`config.mk`:
```
export PLATFORM = sky130hd
export DESIGN_NAME = execute_stage_mc
export DESIGN_NICKNAME = d
export VERILOG_FILES = /design/src/rtl/arm_exe_pkg.sv /design/src/rtl/execute_stage_mc_mul.sv /design/src/rtl/execute_stage_mc.sv
export SDC_FILE = /design/constraint.sdc
export NUM_CORES = 1
export LEC_CHECK = 0
export CORE_UTILIZATION = 25
export CTS_CLUSTER_SIZE = 28
export DETAILED_ROUTE_END_ITERATION = 10
export PLACE_DENSITY = 0.39
export SYNTH_ARGS = -nofsm -noshare
export SYNTH_HDL_FRONTEND = slang
export SYNTH_SLANG_ARGS = --single-unit
export TNS_END_PERCENT = 100
```
`constraint.sdc`:
```
create_clock -name Clk -period 18.5 [get_ports Clk]
set_input_delay 3.7 -clock Clk [delete_from_list [all_inputs] [get_ports Clk]]
set_output_delay 3.7 -clock Clk [all_outputs]
set_load 0.01 [all_outputs]
```
`src/rtl/arm_exe_pkg.sv`:
```
// Shared types and combinational helpers for the ARM execute stage.
// Latency: pure functions and types, no state.
// Backpressure: none; consumers decide when results are used.
package arm_exe_pkg;

  // Widest datapath the helper functions handle; callers zero-extend into it.
  localparam int MAX_W = 64;

  // Bit positions inside the NZCV flag vector.
  localparam int FLAG_N = 3;
  localparam int FLAG_Z = 2;
  localparam int FLAG_C = 1;
  localparam int FLAG_V = 0;

  typedef enum logic [3:0] {
    OP_ADD = 4'b0000,
    OP_SUB = 4'b0001,
    OP_AND = 4'b0010,
    OP_ORR = 4'b0011,
    OP_EOR = 4'b0100,
    OP_MOV = 4'b0101,
    OP_LSL = 4'b0110,
    OP_LSR = 4'b0111,
    OP_MUL = 4'b1000
  } alu_op_e;

  typedef enum logic [3:0] {
    C_EQ = 4'h0, C_NE = 4'h1, C_CS = 4'h2, C_CC = 4'h3,
    C_MI = 4'h4, C_PL = 4'h5, C_VS = 4'h6, C_VC = 4'h7,
    C_HI = 4'h8, C_LS = 4'h9, C_GE = 4'hA, C_LT = 4'hB,
    C_GT = 4'hC, C_LE = 4'hD, C_AL = 4'hE, C_NV = 4'hF
  } cond_e;

  typedef enum logic [1:0] {
    FWD_REG     = 2'b00,
    FWD_W       = 2'b01,
    FWD_M       = 2'b10,
    FWD_REG_ALT = 2'b11
  } fwd_sel_e;

  // ALU result plus per-op flag write permissions.
  typedef struct packed {
    logic [MAX_W-1:0] res;
    logic             n;
    logic             z;
    logic             c;
    logic             v;
    logic             nz_ok;  // op is a defined single-cycle op
    logic             cv_ok;  // op is ADD or SUB
  } alu_res_t;

  // ARM condition check against the current NZCV value; 1111 behaves as always.
  function automatic logic cond_pass(input cond_e cond, input logic [3:0] f);
    logic n, z, c, v;
    n = f[FLAG_N];
    z = f[FLAG_Z];
    c = f[FLAG_C];
    v = f[FLAG_V];
    case (cond)
      C_EQ:    return z;
      C_NE:    return ~z;
      C_CS:    return c;
      C_CC:    return ~c;
      C_MI:    return n;
      C_PL:    return ~n;
      C_VS:    return v;
      C_VC:    return ~v;
      C_HI:    return c & ~z;
      C_LS:    return ~c | z;
      C_GE:    return n == v;
      C_LT:    return n != v;
      C_GT:    return ~z & (n == v);
      C_LE:    return z | (n != v);
      default: return 1'b1;
    endcase
  endfunction

  // Single-cycle ALU evaluated at width w; operands must already fit in w bits.
  function automatic alu_res_t alu_f(input alu_op_e op, input logic [MAX_W-1:0] a,
                                     input logic [MAX_W-1:0] b, input int unsigned w);
    alu_res_t         r;
    logic [MAX_W-1:0] one;
    logic [MAX_W-1:0] mask;
    logic [MAX_W-1:0] msb;
    logic [MAX_W-1:0] bop;
    logic [MAX_W:0]   sum;
    int unsigned      sh;
    one  = {{(MAX_W-1){1'b0}}, 1'b1};
    mask = (w >= MAX_W) ? {MAX_W{1'b1}} : ((one << w) - one);
    msb  = mask ^ (mask >> 1);
    sh   = 32'(b[5:0]) & (w - 1);
    // SUB is A + ~B + 1 so carry-out is directly NOT borrow.
    bop  = (op == OP_SUB) ? (~b & mask) : b;
    sum  = {1'b0, a} + {1'b0, bop} + {{MAX_W{1'b0}}, (op == OP_SUB)};
    r    = '0;
    case (op)
      OP_ADD, OP_SUB: begin r.res = sum[MAX_W-1:0] & mask; r.nz_ok = 1'b1; r.cv_ok = 1'b1; end
      OP_AND: begin r.res = a & b;            r.nz_ok = 1'b1; end
      OP_ORR: begin r.res = a | b;            r.nz_ok = 1'b1; end
      OP_EOR: begin r.res = a ^ b;            r.nz_ok = 1'b1; end
      OP_MOV: begin r.res = b;                r.nz_ok = 1'b1; end
      OP_LSL: begin r.res = (a << sh) & mask; r.nz_ok = 1'b1; end
      OP_LSR: begin r.res = a >> sh;          r.nz_ok = 1'b1; end
      default: r.res = '0;
    endcase
    r.n = |(r.res & msb);
    r.z = (r.res == '0);
    r.c = |(sum >> w);
    r.v = (|(a & msb) == |(bop & msb)) && (r.n != |(a & msb));
    return r;
  endfunction

endpackage

```
`src/rtl/execute_stage_mc_mul.sv`:
```
// Iterative shift-add multiplier producing the low WIDTH bits of a*b.
// Latency: start in cycle t, done (with product valid combinationally) in cycle t+WIDTH.
// Backpressure: none; abort or reset returns it to idle at the next edge.
module mul_iter #(
  parameter int WIDTH = 32
) (
  input  logic             clk,
  input  logic             reset,
  input  logic             start,
  input  logic             abort,
  input  logic [WIDTH-1:0] a,
  input  logic [WIDTH-1:0] b,
  output logic             busy,
  output logic             done,
  output logic [WIDTH-1:0] product
);
  localparam int CW = $clog2(WIDTH);

  logic [CW-1:0]    cnt_q;
  logic             busy_q;
  logic [WIDTH-1:0] acc_q;
  logic [WIDTH-1:0] mcand_q;
  logic [WIDTH-1:0] mplier_q;
  logic [WIDTH-1:0] step;

  // One partial-product accumulation per cycle; the final step feeds product directly.
  assign step    = acc_q + (mplier_q[0] ? mcand_q : '0);
  assign busy    = busy_q;
  assign done    = busy_q & (cnt_q == '0);
  assign product = step;

  // Shift multiplicand left and multiplier right each busy cycle.
  always_ff @(posedge clk) begin
    if (reset) begin
      busy_q   <= 1'b0;
      cnt_q    <= '0;
      acc_q    <= '0;
      mcand_q  <= '0;
      mplier_q <= '0;
    end else if (start) begin
      busy_q   <= 1'b1;
      cnt_q    <= CW'(WIDTH - 1);
      acc_q    <= '0;
      mcand_q  <= a;
      mplier_q <= b;
    end else if (busy_q) begin
      if (abort || done) busy_q <= 1'b0;
      cnt_q    <= cnt_q - 1'b1;
      acc_q    <= step;
      mcand_q  <= mcand_q << 1;
      mplier_q <= mplier_q >> 1;
    end
  end

endmodule

```
`src/rtl/execute_stage_mc.sv`:
```
// ARM E stage: forwarding, ALU, NZCV flags, iterative MUL and the EX/MEM register.
// Latency: 1 cycle for ALU ops; MUL result reaches M WIDTH+1 cycles after acceptance.
// Backpressure: StallE holds F/D/E while a MUL iterates; bubbles enter M meanwhile.
module execute_stage_mc
  import arm_exe_pkg::*;
#(
  parameter int WIDTH  = 32,
  parameter int RA_W   = 4,
  parameter int MUL_EN = 1
) (
  input  logic             Clk,
  input  logic             reset,
  input  logic             ValidE,
  input  logic             FlushE,
  input  logic [WIDTH-1:0] dataRegAIn,
  input  logic [WIDTH-1:0] dataRegBIn,
  input  logic [WIDTH-1:0] extIn,
  input  logic [WIDTH-1:0] ResultW,
  input  logic [1:0]       ForwardAE,
  input  logic [1:0]       ForwardBE,
  input  logic             ALUSrcE,
  input  logic [3:0]       ALUControlE,
  input  logic [3:0]       CondE,
  input  logic [1:0]       FlagWriteE,
  input  logic             RegWriteE,
  input  logic             MemWriteE,
  input  logic             MemToRegE,
  input  logic             PCSrcE,
  input  logic             BranchE,
  input  logic [RA_W-1:0]  WA3E,
  output logic             StallE,
  output logic             BranchTakenE,
  output logic [WIDTH-1:0] ALUResultM,
  output logic [WIDTH-1:0] WriteDataM,
  output logic [RA_W-1:0]  WA3M,
  output logic             RegWriteM,
  output logic             MemWriteM,
  output logic             MemToRegM,
  output logic             PCSrcM,
  output logic [3:0]       FlagsOut
);
  localparam logic [0:0] S_IDLE = 1'b0;
  localparam logic [0:0] S_MUL  = 1'b1;

  logic [0:0]       state_q;
  logic [3:0]       flags_q;
  logic [WIDTH-1:0] src_a;
  logic [WIDTH-1:0] fwd_b;
  logic [WIDTH-1:0] src_b;
  logic             cond_ok;
  logic             exec;
  logic             mul_start;
  logic             mul_abort;
  logic             mul_busy;
  logic             mul_done;
  logic [WIDTH-1:0] mul_prod;
  alu_res_t         alu_r;

  // Control captured when a MUL is accepted; E inputs are ignored while it iterates.
  logic             mul_rw_q, mul_mw_q, mul_m2r_q, mul_pcs_q, mul_fnz_q;
  logic [RA_W-1:0]  mul_wa_q;
  logic [WIDTH-1:0] mul_wd_q;

  // Operand forwarding; 11 falls back to the register-file value.
  always_comb begin
    src_a = dataRegAIn;
    fwd_b = dataRegBIn;
    case (fwd_sel_e'(ForwardAE))
      FWD_W:   src_a = ResultW;
      FWD_M:   src_a = ALUResultM;
      default: src_a = dataRegAIn;
    endcase
    case (fwd_sel_e'(ForwardBE))
      FWD_W:   fwd_b = ResultW;
      FWD_M:   fwd_b = ALUResultM;
      default: fwd_b = dataRegBIn;
    endcase
  end

  assign src_b     = ALUSrcE ? extIn : fwd_b;
  assign cond_ok   = cond_pass(cond_e'(CondE), flags_q);
  assign exec      = ValidE & cond_ok & ~FlushE;
  assign mul_start = (state_q == S_IDLE) & exec & (ALUControlE == OP_MUL) & (MUL_EN != 0);
  assign mul_abort = (state_q == S_MUL) & FlushE;
  assign alu_r     = alu_f(alu_op_e'(ALUControlE), MAX_W'(src_a), MAX_W'(src_b), 32'(WIDTH));

  // Stall through the iteration, releasing on the final step so upstream advances with it.
  assign StallE       = mul_start | ((state_q == S_MUL) & mul_busy & ~mul_done & ~FlushE);
  assign BranchTakenE = BranchE & exec;
  assign FlagsOut     = flags_q;

  generate
    if (WIDTH < MAX_W) begin : g_hi
      logic unused_hi;
      assign unused_hi = ^alu_r.res[MAX_W-1:WIDTH];
    end
  endgenerate

  mul_iter #(.WIDTH(WIDTH)) u_mul (
    .clk     (Clk),
    .reset   (reset),
    .start   (mul_start),
    .abort   (mul_abort),
    .a       (src_a),
    .b       (src_b),
    .busy    (mul_busy),
    .done    (mul_done),
    .product (mul_prod)
  );

  // IDLE/MUL sequencing, flag register and EX/MEM register; bubbles clear control only.
  always_ff @(posedge Clk) begin
    if (reset) begin
      state_q    <= S_IDLE;
      flags_q    <= 4'b0000;
      ALUResultM <= '0;
      WriteDataM <= '0;
      WA3M       <= '0;
      RegWriteM  <= 1'b0;
      MemWriteM  <= 1'b0;
      MemToRegM  <= 1'b0;
      PCSrcM     <= 1'b0;
      mul_rw_q   <= 1'b0;
      mul_mw_q   <= 1'b0;
      mul_m2r_q  <= 1'b0;
      mul_pcs_q  <= 1'b0;
      mul_fnz_q  <= 1'b0;
      mul_wa_q   <= '0;
      mul_wd_q   <= '0;
    end else begin
      RegWriteM <= 1'b0;
      MemWriteM <= 1'b0;
      MemToRegM <= 1'b0;
      PCSrcM    <= 1'b0;
      case (state_q)
        S_IDLE: begin
          if (mul_start) begin
            state_q   <= S_MUL;
            mul_rw_q  <= RegWriteE;
            mul_mw_q  <= MemWriteE;
            mul_m2r_q <= MemToRegE;
            mul_pcs_q <= PCSrcE;
            mul_fnz_q <= FlagWriteE[1];
            mul_wa_q  <= WA3E;
            mul_wd_q  <= fwd_b;
          end else if (exec) begin
            ALUResultM <= alu_r.res[WIDTH-1:0];
            WriteDataM <= fwd_b;
            WA3M       <= WA3E;
            RegWriteM  <= RegWriteE;
            MemWriteM  <= MemWriteE;
            MemToRegM  <= MemToRegE;
            PCSrcM     <= PCSrcE;
            if (FlagWriteE[1] && alu_r.nz_ok) begin
              flags_q[FLAG_N] <= alu_r.n;
              flags_q[FLAG_Z] <= alu_r.z;
            end
            if (FlagWriteE[0] && alu_r.cv_ok) begin
              flags_q[FLAG_C] <= alu_r.c;
              flags_q[FLAG_V] <= alu_r.v;
            end
          end
        end
        default: begin
          if (FlushE) begin
            state_q <= S_IDLE;
          end else if (mul_done) begin
            state_q    <= S_IDLE;
            ALUResultM <= mul_prod;
            WriteDataM <= mul_wd_q;
            WA3M       <= mul_wa_q;
            RegWriteM  <= mul_rw_q;
            MemWriteM  <= mul_mw_q;
            MemToRegM  <= mul_m2r_q;
            PCSrcM     <= mul_pcs_q;
            if (mul_fnz_q) begin
              flags_q[FLAG_N] <= mul_prod[WIDTH-1];
              flags_q[FLAG_Z] <= (mul_prod == '0);
            end
          end
        end
      endcase
    end
  end

endmodule

```
==> out/results.txt, run 1 <==
clock root cell: clkbuf_16
Via density: 5.65
Critical Path RT: 14.80 ns
Util after Layout: 0.313
drt first pass iters: 6
Tmin final: 10.58 ns
DR WL/cell: 29.2 um
# hold bufs at CTS: 0
Setup Buffers After CTS: 0
fin. max-slew vios: 0
Die X-Extent: 285 um
initial antenna violation count: 4
Crit Path Max Fanout: 69
DP Wirelength: 90400 um
maximum VDD drop: 0.0746 mV
Setup Viol. Count Final: 0
CTS tree: done
Num Clock Sinks: 220
global-route total usage across every layer: 0.273
crit path DAT: 6.88 ns
Clock Tree Buf Depth: 3
syn nets: 2993
period utilisation layout: 0.572
Setup Crit Path Kind: in -> out
DRT Wirelength: 115000 um
CTS H-Tree Depth: 1
Hold Crit Class: reg -> reg
initial core utilization: 0.253
# DRC: 0
most frequent cell after synthesis: nor2_1
Rel. slew slack: 0.191
global-route wire length before repair: 159000 um
Leak: 9.44 nW
Post-Syn Area: 20000 um2
FMAX: 0.0946 GHz
Synth Instances: 2702
Worst Setup End Kind: output port
largest net degree at the start of global routing: 150
Yosys reg bits: 220
min-delay src: mul_wa_q[1]
area grow syn2layout: 23.7%
hold_ws: 0.454 ns
outcome: finished clean
Setup Skew: 0.0222 ns
Post-Syn Area per Cell: 7.39 um2
share of cells above drive strength 1: 0.0768
Post-synth ARST share: 0
Worst Setup Start Kind: input port
placed insts: 3889
gr ovfl total: 0
Non-Filler Instances: 3942
Pwr Density: 72.4 nW/um2
maxcap violations: 0
post-synth top area share: 0.221
critical path launch point: CondE[2]
largest cells by area after synthesis: dfxtp_1 22%, mux2i_1 8.8%, ha_1 8.3%
RSZ-0062 raised after global routing: no
CTS buffer count: 30
post-CTS sizing: 0
IO Pins: 234
launching point of the worst reg2reg path: ALUResultM[1]
Post-synth EDFFs: 0
Post-DRT Antenna Nets: 0
vias in the first global route: 20700
Die ar.: 81000 um2
commonest cells in the netlist: 379 x nor2_1, 253 x nand2_1, 220 x dfxtp_1
Seq/Total Area, Yosys: 0.221
yosys warns: 0
Skew-Pair Late Insertion Delay: 0.62 ns
num rows: 103
Port Buffer Count: 233
Setup WS post-layout: 7.92 ns
total core area: 79000 um2
Synth Flop Type: dfxtp_1
Placement Setup Slack: 7.89 ns
Netlist cell types: 87
NumNets Final: 3162
Final GP Congestion: 0.999
Die Ht: 285 um
Synth area leader: dfxtp_1
Clk pin slew, worst setup/hold paths: 0.06 ns
Final Hold Vio Count: 0
DR iter-0 viols: 2180
Via Count: 22300
setup TNS: 0 ns
Slew @ Worst Pin: 1.21 ns
[where the power goes]
group          internal [mW]  total (mW)  leakage (nW)  switching, mW
clock network          0.362       0.610         0.497          0.248
logic                  0.230       0.684          7.16          0.454
registers              0.484       0.494          1.78        0.00997
[kinds of logic (layout without fill, tap and decap cells)]
kind of cell    count (synthesis)  in the layout  share of synthesized area
mux                           192            192                      0.101
xor+xnor                       83             83                     0.0364
other cells                     0              2                          0
simple gates                  909            909                      0.204
compound gates                870            870                      0.294
buf+inv                       293            481                     0.0597
flops                         220            220                      0.221
fa+ha+maj                     135            135                     0.0854
[metrics by stage]
step                instance area, um2  power (mW)
floorplan                        20000       0.871
global placement                 23700        1.17
detailed placement               23700        1.17
CTS                              24700        1.79
global route                     24700        1.86
finish                           24700        1.79
[state kept, by name (all words and copies together), names as in the netlist]
register	count
PCSrcM	1
mul_m2r_q	1
MemToRegM	1
RegWriteM	1
ALUResultM	32
u_mul.cnt_q	5
FlagsOut	4
mul_fnz_q	1
mul_wa_q	4
WriteDataM	32
state_q	1
u_mul.acc_q	32
WA3M	4
mul_rw_q	1
u_mul.mplier_q	32
mul_mw_q	1
mul_pcs_q	1
u_mul.mcand_q	32
u_mul.busy	1
MemWriteM	1
mul_wd_q	32
[final cells by class]
| type | instances | area [um2] |
|---|---|---|
| antenna | 2 | 5.00 |
| clock buffer | 43 | 900 |
| clock inverter | 8 | 120 |
| fill | 8557 | 54300 |
| inverter | 95 | 362 |
| multi-input combinational | 2189 | 14500 |
| sequential | 220 | 4410 |
| tap | 1050 | 1310 |
| timing repair buffer | 335 | 3110 |
[per-layer routing]
layer / track usage / share of wire
met1: 0.373 / 0.45
met2: 0.432 / 0.45
met3: 0.0287 / 0.054
met4: 0.115 / 0.048
met5: 0 / 0
[path summary, 6_finish.rpt]
kind,cells after the start,slack (ns),to
worst min register to register,2,0.45,mul_wa_q[1]
worst max register to register,19,12.14,FlagsOut[2]
worst min-delay path,2,0.45,mul_wa_q[1]
worst max-delay path,9,7.92,StallE
[critical path, stage by stage]
cell	delay [ns]
clkdlybuf4s50_1	0.54
mux4_2	0.53
xor2_1	0.13
o21ai_0	0.11
or2_2	0.33
nor2_1	0.20
nand2_4	0.44
a21oi_1	0.29
clkdlybuf4s50_1	0.60
[layout by cell type, fill, tap and decap left out, drive strengths merged, types with 44 or more instances in the layout]
master,netlist,routed
nor3,71,71
buf,53,104
inv,91,91
a21oi,188,188
clkdlybuf4s50,0,231
o211ai,44,44
o21ai,179,179
ha,133,133
a22oi,49,49
o22ai,44,44
a211oi,132,132
nor2,379,379
mux2i,175,175
xor2,48,48
nand2,253,253
dfxtp,220,220
No activity file was read; power rests on OpenSTA's default activity.
==> run 2: changes to the inputs <==
==> constraint.sdc (replaced) <==
create_clock -name Clk -period 10.6 [get_ports Clk]
set_input_delay 2.12 -clock Clk [delete_from_list [all_inputs] [get_ports Clk]]
set_output_delay 2.12 -clock Clk [all_outputs]
set_load 0.01 [all_outputs]
==> run 2 against run 1 <==
  * Global-route usage rose by 0.51 points
  * Highest routed layer is now met5
  * First-iteration DRC count fell by 16%
  * Flip-flop and latch count did not move
==> out/results.txt, run 2 (synthesis results as in run 1) <==
vias in the first global route: 21000 (was 20700)
crit path cell chain: clkdlybuf4s50_1 -> inv_1 -> ha_1 -> buf_4 -> a221oi_1 -> o31ai_2 -> buf_4 -> clkinv_1 -> xnor2_1 -> ha_1 -> o211ai_1 -> o211ai_1 -> nand3_1 -> a41oi_1 -> xnor2_1 -> o221ai_1 -> or3b_2 -> nand4b_1 -> nor4_1 -> nand3_1 -> nor4_2 -> a41o_1 (was clkdlybuf4s50_1 -> mux4_2 -> xor2_1 -> o21ai_0 -> or2_2 -> nor2_1 -> nand2_4 -> a21oi_1 -> clkdlybuf4s50_1)
Die X-Extent: 285 um (unchanged)
Slew @ Worst Pin: 1.27 ns (was 1.21 ns)
Worst Setup End Kind: flip-flop (was output port)
Tmin final: 7.96 ns
Slowest-stage cell, CP: nor4_1 (was clkdlybuf4s50_1)
Worst Setup Start Kind: input port (unchanged)
Final Hold Vio Count: 0 (unchanged)
Final GP Congestion: 0.988 (was 0.999)
drt first pass iters: 5 (was 6)
Die Ht: 285 um (unchanged)
DP Wirelength: 92600 um (was 90400 um)
IO Pins: 234 (unchanged)
outcome: finished clean (unchanged)
gr ovfl total: 0 (unchanged)
# hold bufs at CTS: 0 (unchanged)
clock root cell: clkbuf_16 (unchanged)
Pwr Density: 125 nW/um2 (was 72.4 nW/um2)
DR WL/cell: 29.6 um (was 29.2 um)
Clock Tree Buf Depth: 3 (unchanged)
DRT met1 WL: 53000 um (was 51500 um)
post-CTS sizing: 0 (unchanged)
NumNets Final: 3164 (was 3162)
FMAX: 0.126 GHz
maximum VDD drop: 0.119 mV (was 0.0746 mV)
DR iter-0 viols: 1838 (was 2180)
Hold Crit Class: reg -> reg (unchanged)
Via density: 5.63 (was 5.65)
Setup Crit Path Kind: in -> reg (was in -> out)
Die ar.: 81000 um2 (unchanged)
routed wire length on met2: 53100 um (was 51700 um)
CTS tree: done (unchanged)
initial antenna violation count: 4 (unchanged)
period utilisation layout: 0.751
finished layout cell area: 24600 um2 (was 24700 um2)
share of cells above drive strength 1: 0.0773 (was 0.0768)
Post-DRT Antenna Nets: 0 (unchanged)
total core area: 79000 um2 (unchanged)
global-route wire length before repair: 163000 um (was 159000 um)
Critical Path RT: 11.12 ns (was 14.80 ns)
Setup WS post-layout: 2.64 ns (was 7.92 ns)
Setup Viol. Count Final: 0 (unchanged)
Area after DPL: 23700 um2 (about the same)
met3 wire length: 5860 um (was 6200 um)
setup TNS: 0 ns (unchanged)
fin. max-slew vios: 0 (unchanged)
Clk pin slew, worst setup/hold paths: 0.06 ns (about the same)
Util after Layout: 0.312 (was 0.313)
maxcap violations: 0 (unchanged)
CTS H-Tree Depth: 1 (unchanged)
# DRC: 0 (unchanged)
CTS buffer count: 30 (unchanged)
area grow syn2layout: 23.4% (was 23.7%)
DRT Wirelength: 117000 um (was 115000 um)
Setup Skew: 0.0107 ns (was 0.0222 ns)
Rel. slew slack: 0.151 (was 0.191)
crit path DAT: 8.48 ns (was 6.88 ns)
num rows: 103 (unchanged)
Skew-Pair Late Insertion Delay: 0.58 ns (was 0.62 ns)
Num Clock Sinks: 220 (unchanged)
global-route total usage across every layer: 0.278 (was 0.273)
most common library cell in the layout ignoring fill and taps: nor2_1 (unchanged)
largest net degree at the start of global routing: 73 (was 150)
Setup Buffers After CTS: 0 (unchanged)
Port Buffer Count: 233 (unchanged)
Top Layer Used: met5 (was met4)
Crit Path Max Fanout: 39 (was 69)
Critical Path Max Stage Delay: 0.53 ns (was 0.60 ns)
Leak: 9.43 nW (was 9.44 nW)
commonest cells after routing, fill and taps aside: 376 x nor2_1, 252 x nand2_1, 231 x clkdlybuf4s50_1, 218 x dfxtp_1, 188 x a21oi_1 (unchanged)
Placement Setup Slack: 2.23 ns (was 7.89 ns)
overall power: 3.07 mW (was 1.79 mW)
RSZ-0062 raised after global routing: no (unchanged)
initial core utilization: 0.253 (unchanged)
Via Count: 22200 (was 22300)
[run 2: final timing paths]
kind | slack [ns] | cells after the start | startpoint | end
worst max-delay path | 2.64 | 22 | ForwardBE[0] | FlagsOut[2]
worst min-delay path | 0.45 | 2 | mul_wa_q[1] | mul_wa_q[1]
worst max register to register | 4.92 | 18 | ALUResultM[4] | FlagsOut[2]
worst min register to register | 0.45 | 2 | mul_wa_q[1] | mul_wa_q[1]
[run 2: final cells by class]
type | count | area [um2]
fill | 8586 | 54400
multi-input combinational | 2189 | 14500
sequential | 220 | 4410
timing repair buffer | 337 | 3110
tap | 1050 | 1310
clock buffer | 42 | 867
inverter | 95 | 362
clock inverter | 14 | 100
antenna | 1 | 2.50
[run 2: critical path: cells and delay by family]
| family | cells | cell delay [ns] |
|---|---|---|
| adders and majority gates | 2 | 0.70 |
| buffers and inverters | 5 | 1.70 |
| AOI/OAI and AO/OA | 7 | 1.56 |
| and+or+nand+nor | 6 | 1.91 |
| xor gates and xnor gates | 2 | 0.45 |
[run 2: through the flow]
stage          hold slack [ns]  instances
2_1_floorplan            0.436       2702
3_3_place_gp             0.442       3891
3_5_place_dp             0.449       3891
4_1_cts                  0.456       3947
5_1_grt                  0.468       3948
6_report                 0.453       3948
[run 2: layer usage]
metal / GRT usage / vias up
met5: 0 / -
met4: 0.106 / 2
met3: 0.0277 / 174
met2: 0.446 / 787
met1: 0.380 / 11000
li1: - / 10300
[run 2: power breakdown]
part	internal (mW)	leakage, nW	total (mW)	switching [mW]
combinational	0.400	7.17	1.20	0.801
clock	0.591	0.485	1.01	0.415
sequential	0.845	1.78	0.862	0.0174
==> run 3: changes to the inputs <==
--- a/config.mk
+++ b/config.mk
@@ -8,7 +8,7 @@
 export CORE_UTILIZATION = 25
 export CTS_CLUSTER_SIZE = 28
 export DETAILED_ROUTE_END_ITERATION = 10
-export PLACE_DENSITY = 0.39
+export PLACE_DENSITY = 0.4
 export SYNTH_ARGS = -nofsm -noshare
 export SYNTH_HDL_FRONTEND = slang
 export SYNTH_SLANG_ARGS = --single-unit
==> constraint.sdc (replaced) <==
create_clock -name Clk -period 7.06 [get_ports Clk]
set_input_delay 1.412 -clock Clk [delete_from_list [all_inputs] [get_ports Clk]]
set_output_delay 1.412 -clock Clk [all_outputs]
set_load 0.01 [all_outputs]
==> run 3 against run 2 <==
  * Non-clock buffer count increased by 133
  * Largest power group unchanged
  * Critical path type unchanged
  * Sequential power increased by 50%
  * Largest cell class unchanged
  * Routed wire length increased by 0.17%
  * Worst hold slack improved by 0.00064 ns
  * Core utilization increased by 1.5 points
  * Die area unchanged
  * Total power increased by 59%
==> out/results.txt, run 3 (synthesis results as in run 1) <==
total core area: 79000 um2 (unchanged)
outcome: finished clean (unchanged)
IO Pins: 234 (unchanged)
Pwr Density: 189 nW/um2 (was 125 nW/um2)
Leak: 10.1 nW (was 9.43 nW)
maximum VDD drop: 0.155 mV (was 0.119 mV)
Critical Path RT: 7.59 ns (was 11.12 ns)
Setup Crit Path Kind: in -> reg (unchanged)
DP Wirelength: 94300 um (was 92600 um)
global-route wire length before repair: 165000 um (was 163000 um)
# hold bufs at CTS: 0 (unchanged)
FMAX: 0.154 GHz
Slew @ Worst Pin: 1.26 ns (was 1.27 ns)
drt first pass iters: 5 (unchanged)
delay-heaviest family, CP: compound AO/OA/AOI/OAI gates (was simple AND/OR/NAND/NOR gates)
Setup Buffers After CTS: 0 (unchanged)
hold_ws: 0.454 ns (was 0.453 ns)
Via density: 5.57 (was 5.63)
DR iter-0 viols: 2204 (was 1838)
Setup Skew: 0.0238 ns (was 0.0107 ns)
CTS tree: done (unchanged)
gr ovfl total: 0 (unchanged)
overall power: 4.87 mW (was 3.07 mW)
Critical Path Max Stage Delay: 0.52 ns (was 0.53 ns)
CTS H-Tree Depth: 1 (unchanged)
vias in the first global route: 21800 (was 21000)
DR WL/cell: 28.6 um (was 29.6 um)
Final Hold Vio Count: 0 (unchanged)
min-delay src: mul_pcs_q (was mul_wa_q[1])
Util after Layout: 0.327 (was 0.312)
DRT Wirelength: 117000 um (about the same)
launching point of the worst reg2reg path: u_mul.mplier_q[0] (was ALUResultM[4])
Clock Tree Buf Depth: 3 (unchanged)
fin. max-slew vios: 0 (unchanged)
Port Buffer Count: 233 (unchanged)
largest net degree at the start of global routing: 78 (was 73)
share of cells above drive strength 1: 0.117 (was 0.0773)
Crit Path Max Fanout: 25 (was 39)
Tmin final: 6.48 ns
Placement Setup Slack: 0.160 ns (was 2.23 ns)
crit path DAT: 7.02 ns (was 8.48 ns)
global-route total usage across every layer: 0.277 (was 0.278)
Hold Crit Class: reg -> reg (unchanged)
critical path launch point: ForwardBE[1] (was ForwardBE[0])
Die ar.: 81000 um2 (unchanged)
# DRC: 0 (unchanged)
crit path cell chain: clkdlybuf4s50_1 -> ha_1 -> buf_4 -> a221o_1 -> o21ai_0 -> o21ai_1 -> xor2_1 -> ha_1 -> a21o_1 -> a21o_1 -> a21oi_1 -> a41oi_1 -> xnor2_1 -> o221ai_1 -> or3b_2 -> nand4b_1 -> nor4_1 -> buf_4 -> nand3_1 -> nor4_2 -> a41o_1 (was clkdlybuf4s50_1 -> inv_1 -> ha_1 -> buf_4 -> a221oi_1 -> o31ai_2 -> buf_4 -> clkinv_1 -> xnor2_1 -> ha_1 -> o211ai_1 -> o211ai_1 -> nand3_1 -> a41oi_1 -> xnor2_1 -> o221ai_1 -> or3b_2 -> nand4b_1 -> nor4_1 -> nand3_1 -> nor4_2 -> a41o_1)
Via Count: 22800 (was 22200)
Rel. slew slack: 0.156 (was 0.151)
initial antenna violation count: 3 (was 4)
FILL cells: 8412 (was 8586)
Die Ht: 285 um (unchanged)
Worst Setup Start Kind: input port (unchanged)
NumNets Final: 3298 (was 3164)
post-CTS sizing: 0 (unchanged)
num rows: 103 (unchanged)
area grow syn2layout: 29.3% (was 23.4%)
clock root cell: clkbuf_16 (unchanged)
most common library cell in the layout ignoring fill and taps: nor2_1 (unchanged)
RSZ-0062 raised after global routing: no (unchanged)
commonest cells after routing, fill and taps aside: 378 x nor2_1, 252 x nand2_1, 231 x clkdlybuf4s50_1, 229 x buf_4, 218 x dfxtp_1 (was 376 x nor2_1, 252 x nand2_1, 231 x clkdlybuf4s50_1, 218 x dfxtp_1, 188 x a21oi_1)
initial core utilization: 0.253 (unchanged)
Slowest-stage cell, CP: clkdlybuf4s50_1 (was nor4_1)
Setup WS post-layout: 0.575 ns (was 2.64 ns)
maxcap violations: 0 (unchanged)
Post-DRT Antenna Nets: 0 (unchanged)
setup TNS: 0 ns (unchanged)
Setup Viol. Count Final: 0 (unchanged)
period utilisation layout: 0.918
Final GP Congestion: 1.01 (was 0.988)
Skew-Pair Late Insertion Delay: 0.60 ns (was 0.58 ns)
Clk pin slew, worst setup/hold paths: 0.06 ns (about the same)
CTS buffer count: 31 (was 30)
Worst Setup End Kind: flip-flop (unchanged)
Num Clock Sinks: 220 (unchanged)
Die X-Extent: 285 um (unchanged)
Worst Path Buf+Inv: 3 (was 5)
run 3: changes by cell type in the layout (fill, tap and decap cells not counted), moves of 3 or more:
cell      previous run  this run
buf_12               0         8
buf_4              104       229
clkbuf_8             5         8
clkinv_2            10         4
diode_2              1         4
o21ai_0            126       133
o21ai_1             52        43
run 3: cell type report:
cell class	instances	area, um2	share of cell area
diodes	4	10.0	0.000388
clock buffers	44	905	0.0351
clock inverters	11	141	0.00548
inverters	95	362	0.0140
multi-input cells	2189	14500	0.560
flip-flops and latches	220	4410	0.171
well taps	1050	1310	0.0509
repair buffers	470	4210	0.163
run 3: final timing paths:
kind                            cells after the start  slack (ns)     endpoint
worst max register to register                     14        1.56  FlagsOut[2]
worst max-delay path                               21        0.58  FlagsOut[2]
worst min register to register                      2        0.45    mul_pcs_q
worst min-delay path                                2        0.45    mul_pcs_q
run 3: through the flow:
stage	instance area, um2	std cells
detailed placement	24700	4024
floorplan	20000	2702
CTS	25800	4079
global placement	24700	4024
global route	25800	4079
finish	25800	4083
run 3: tightest hold or removal path, stage by stage, from the launching register on:
cell and delay, ns:
dfxtp_1 0.30, nand2_1 0.05, a21oi_1 0.05
run 3: where the power goes:
group	leakage, nW	switching (mW)	internal (mW)
logic	7.84	1.22	0.716
registers	1.78	0.0264	1.27
clock network	0.508	0.641	0.991
run 3: metal layers:
metal / wire (um) / GRT usage / vias to the layer above
li1: - / - / 10600
met5: 0 / 0 / -
met1: 54300 / 0.387 / 11200
met3: 5530 / 0.0226 / 187
met2: 51900 / 0.437 / 813
met4: 5200 / 0.114 / 0
